### src/rtl/resp_router_pkg.sv
// Shared definitions for the response path: default sizing and the {source, data} entry
// shared with the upstream arbiter.
package resp_router_pkg;

  localparam int DEPTH_DEF  = 4;
  localparam int DATA_W_DEF = 32;

  typedef struct packed {
    logic                  source;
    logic [DATA_W_DEF-1:0] data;
  } resp_entry_t;

endpackage

### src/rtl/resp_fifo.sv
// In-order FIFO with a valid/ready handshake on both sides. Occupancy is held in its own
// counter rather than derived from the pointers.
module resp_fifo
  import resp_router_pkg::*;
#(
  parameter int DEPTH = DEPTH_DEF,
  parameter int W     = DATA_W_DEF + 1
) (
  input  logic                     clock,
  input  logic                     reset,
  input  logic                     enq_valid,
  output logic                     enq_ready,
  input  logic [W-1:0]             enq_data,
  output logic                     deq_valid,
  input  logic                     deq_ready,
  output logic [W-1:0]             deq_data,
  output logic [$clog2(DEPTH):0]   count
);

  localparam int PTR_W = $clog2(DEPTH);
  localparam int CNT_W = PTR_W + 1;
  localparam logic [CNT_W-1:0] FULL_C = CNT_W'(DEPTH);

  logic [W-1:0]     mem_q [DEPTH];
  logic [PTR_W-1:0] wr_ptr_q, wr_ptr_d;
  logic [PTR_W-1:0] rd_ptr_q, rd_ptr_d;
  logic [CNT_W-1:0] count_q, count_d;
  logic             enq_fire, deq_fire;

  // Readiness depends only on registered occupancy; a full FIFO refuses even
  // when a dequeue happens in the same cycle.
  assign enq_ready = (count_q != FULL_C);
  assign deq_valid = (count_q != '0);
  assign deq_data  = mem_q[rd_ptr_q];
  assign count     = count_q;

  assign enq_fire = enq_valid & enq_ready;
  assign deq_fire = deq_valid & deq_ready;

  always_comb begin
    wr_ptr_d = wr_ptr_q;
    rd_ptr_d = rd_ptr_q;
    count_d  = count_q;
    if (enq_fire) wr_ptr_d = wr_ptr_q + PTR_W'(1);
    if (deq_fire) rd_ptr_d = rd_ptr_q + PTR_W'(1);
    case ({enq_fire, deq_fire})
      2'b10:   count_d = count_q + CNT_W'(1);
      2'b01:   count_d = count_q - CNT_W'(1);
      default: count_d = count_q;
    endcase
  end

  always_ff @(posedge clock or negedge reset) begin
    if (!reset) begin
      wr_ptr_q <= '0;
      rd_ptr_q <= '0;
      count_q  <= '0;
    end else begin
      wr_ptr_q <= wr_ptr_d;
      rd_ptr_q <= rd_ptr_d;
      count_q  <= count_d;
    end
  end

  // Storage carries no reset; only the pointers and count define which entries are live.
  always_ff @(posedge clock) begin
    if (enq_fire) mem_q[wr_ptr_q] <= enq_data;
  end

endmodule

### src/rtl/resp_router.sv
// Routes buffered responses to one of two requesters strictly in arrival order;
// a stalled head blocks everything behind it.
module resp_router
  import resp_router_pkg::*;
#(
  parameter int DEPTH  = DEPTH_DEF,
  parameter int DATA_W = DATA_W_DEF
) (
  input  logic                    clock,
  input  logic                    reset,
  input  logic                    io_in_valid,
  output logic                    io_in_ready,
  input  logic                    io_in_bits_source,
  input  logic [DATA_W-1:0]       io_in_bits_data,
  output logic                    io_out_0_valid,
  input  logic                    io_out_0_ready,
  output logic [DATA_W-1:0]       io_out_0_bits_data,
  output logic                    io_out_1_valid,
  input  logic                    io_out_1_ready,
  output logic [DATA_W-1:0]       io_out_1_bits_data,
  output logic [$clog2(DEPTH):0]  io_count
);

  logic              head_valid;
  logic              head_ready;
  logic [DATA_W:0]   head_entry;
  logic              head_src;

  resp_fifo #(
    .DEPTH (DEPTH),
    .W     (DATA_W + 1)
  ) u_fifo (
    .clock     (clock),
    .reset     (reset),
    .enq_valid (io_in_valid),
    .enq_ready (io_in_ready),
    .enq_data  ({io_in_bits_source, io_in_bits_data}),
    .deq_valid (head_valid),
    .deq_ready (head_ready),
    .deq_data  (head_entry),
    .count     (io_count)
  );

  assign head_src = head_entry[DATA_W];

  assign io_out_0_valid     = head_valid & ~head_src;
  assign io_out_1_valid     = head_valid &  head_src;
  assign io_out_0_bits_data = head_entry[DATA_W-1:0];
  assign io_out_1_bits_data = head_entry[DATA_W-1:0];

  // Only the ready of the requester that owns the head can pop it.
  assign head_ready = head_src ? io_out_1_ready : io_out_0_ready;

endmodule

### config.mk
export PLATFORM = sky130hd
export DESIGN_NAME = resp_router
export DESIGN_NICKNAME = d
export VERILOG_FILES = /design/src/rtl/resp_router_pkg.sv /design/src/rtl/resp_fifo.sv /design/src/rtl/resp_router.sv
export SDC_FILE = /design/constraint.sdc
export NUM_CORES = 1
export LEC_CHECK = 0
export CORE_MARGIN = 2
export CORE_UTILIZATION = 51
export CTS_CLUSTER_DIAMETER = 80
export CTS_CLUSTER_SIZE = 28
export DETAILED_ROUTE_END_ITERATION = 12
export PLACE_DENSITY = 0.85
export SLEW_MARGIN = 5
export SYNTH_ARGS = -nofsm -noshare
export SYNTH_HDL_FRONTEND = slang
export SYNTH_SLANG_ARGS = --single-unit
### constraint.sdc
create_clock -name clock -period 3.2 [get_ports clock]
set_clock_uncertainty 0.1 [all_clocks]
set_input_delay 0.64 -clock clock [delete_from_list [all_inputs] [get_ports clock]]
set_output_delay 0.64 -clock clock [all_outputs]
set_load 0.02 [all_outputs]
==> flow_summary.toml <==
[timing]
rsz0062_at_grt = "false"
drv_slew = 0
fin_crit_ns = 3.06
max_freq_ghz = 0.327
finalCritPeriodShare_pct = 95.5
maxSlewHeadroom_pct = 72.9
hold_violations = 0
worst_pin_slew_ns = 0.407
fin_setup_tns_ns = 0
finalSetupViolCount = 0

[setup_path]
end_kind = "primary output"
crit_chain = "buf_12, mux4_2, clkdlybuf4s50_1"
crit_type = "reg2out"
rrSetupSlack_ns = 0.65
required_ns = 2.46
critPathLaunchType = "flip-flop"
cp_slowest_cell = "clkdlybuf4s50_1"
cp_max_fo = 13
slowest_delay_ns = 0.57
crit_arrival_ns = 2.32

[power]
p_per_area_nw_per_um2 = 1100
p_leak_nw = 2.43
power_mw = 7.89
vdd_drop_max_uv = 640

[yosys]
yosysWarningCount = 0
ys_top_cells_by_area = "edfxtp_1, mux4_2, buf_4, dfrtp_1, ha_1"
ys_types = 23
synth_area_leader_cell = "edfxtp_1"
syn_area_per_cell_um2 = 21.9
syn_inst = 249
syn-cell-area_um2 = 5460
seq_area_frac_synth_pct = 75.8
synth_top_area_share_pct = 72.6
synth_nets = 293
yosys_register_bits = 139

[detailed_routing]
dr.pass1.iters = 4
routed_wl_mm = 9.40
dr_wl_met3_um = 533
drt_iter0_drc = 138
drc_errors = 0
avgRoutedWirePerCell_um = 19.1
wl_met1_mm = 3.62
drtAntennaViolNets = 0
highest_layer = "met4"
vias_per_cell = 5.28
routed-wl-met2_mm = 5.15
vias = 2599

[cts]
cts_root_buffer = "clkbuf_8"
cts_tree = "yes"
clockBufferDepth = 2
cts.clk_slew.worst_paths_ns = 0.06
htree_num_levels = 4
cts_made_buffers = 17
cts.sinks = 139
insertion_delay_ns = 0.51
hold_buffers = 0

[global_route]
grt_overflow = 0
grt_max_degree = 25
grt_use_total_pct = 17.6
grt_pass1_wl_mm = 14.5
grt_antenna_before_repair = 0
grt_pass1_vias = 2760

[place]
port_buffers = 107
hpwlAfterDp_mm = 6.12
dpl_cell_area_um2 = 6570
dp_cells = 458
place.gp.congestion = 0.686

[die]
rows = 37
die_h_um = 107
start_util_pct = 52.7
io_pins = 108
coreArea_um2 = 10400
die_w_um = 107
fp.dieArea_um2 = 11600

[final_layout]
drive_gt1_share_pct = 22.2
instances_no_fill = 492
fin_nets = 387
fin_area_um2 = 7170
syn2layout_area_growth_pct = 31.3
diodes = 0

[status]
status = "finished clean"

[job]
drv_cap = 0

[worst_hold_path]
hold_path.class = "in2async"
-- layout make-up --
class                   count  area, um^2
clock buffers              19         422
well taps                 136         170
clock inverters            13         165
inverters                   6        22.5
fillers                   649        3200
repair buffers            116        1230
flip-flops and latches    139        4140
multi-input cells          63        1020
-- synth_stat cells --
cell type  number
nor2b_1         1
o31ai_1         2
inv_1           6
buf_2           4
mux4_2         33
and3_1          4
xnor2_1         2
or3b_1          1
nor3_1          1
ha_1            5
buf_6           1
xor2_1          4
fa_1            1
dfrtp_1         7
and2_1          1
mux2_2          1
mux2i_1         2
edfxtp_1      132
mux2i_2         1
o311ai_0        2
buf_4          32
nor2_1          2
clkbuf_1        4
-- cells by family after synthesis --
kind of cell	synth area share [%]
muxes	14.4
buffers and inverters	5.66
and+or+nand+nor	1.08
DFF	75.8
AOI/OAI and AO/OA	0.595
adders and majority gates	1.51
xor gates and xnor gates	0.962
-- metal layers --
metal	global-route usage [%]	vias to the layer above
met5	0	-
met2	30.5	92
met1	20.3	1326
met3	5.69	8
met4	6.59	0
li1	-	1173
-- per-stage QoR --
step	util [%]	hold WS [ns]	setup slack [ns]
after floorplan	-	0.244	0.639
after global placement	63.3	0.449	0.536
after detailed placement	63.3	0.461	0.519
after CTS	69.0	0.292	0.0150
after global routing	69.2	0.295	0.0371
final	69.2	0.298	0.145
-- layout by cell type, fill, tap and decap left out, types with 2 or more instances in the layout --
cell             synthesis  routed
and3_2                   0       4
buf_12                   0       7
buf_4                   32       2
bufinv_16                0       3
clkbuf_1                 4       2
clkbuf_16                0      16
clkdlybuf4s50_1          0     106
clkinvlp_4               0       3
dfrtp_1                  7       5
edfxtp_1               132     132
ha_1                     5       5
inv_1                    6       6
inv_6                    0       4
mux2i_1                  2       2
mux4_2                  33      33
nor2_1                   2       2
o311ai_0                 2       2
o31ai_1                  2       2
xnor2_1                  2       2
xor2_1                   4       4
-- critical path, delay by kind of cell (launching register included) --
family                 cells  cell delay (ns)
DFF                        1             0.49
muxes                      1             0.56
buffers and inverters      2             0.75
-- state kept, by name (all words and copies together) (netlist names) --
signal,cells
u_fifo.count,3
u_fifo.mem_q,132
u_fifo.rd_ptr_q,2
u_fifo.wr_ptr_q,2
-- final timing paths --
kind	startpoint	endpoint	cells after the start
setup / recovery	u_fifo.rd_ptr_q[0]	io_out_1_bits_data[7]	3
hold / removal	reset	u_fifo.rd_ptr_q[0]	1
setup reg to reg	u_fifo.rd_ptr_q[0]	u_fifo.count[2]	8
hold reg to reg	u_fifo.wr_ptr_q[1]	u_fifo.wr_ptr_q[1]	1
max in group asynchronous	reset	u_fifo.rd_ptr_q[0]	1
min in group clock	u_fifo.wr_ptr_q[1]	u_fifo.wr_ptr_q[1]	1
-- where the power goes --
| group | internal (mW) | switching [mW] |
|---|---|---|
| logic | 1.70 | 1.68 |
| clock network | 1.19 | 0.714 |
| registers | 2.42 | 0.183 |
-- what timing repair did --
item	CTS	global route
gates resized for setup	1	1
endpoints found under the setup margin	33	44
buffers inserted	0	2
No activity file was read; power rests on OpenSTA's default activity.
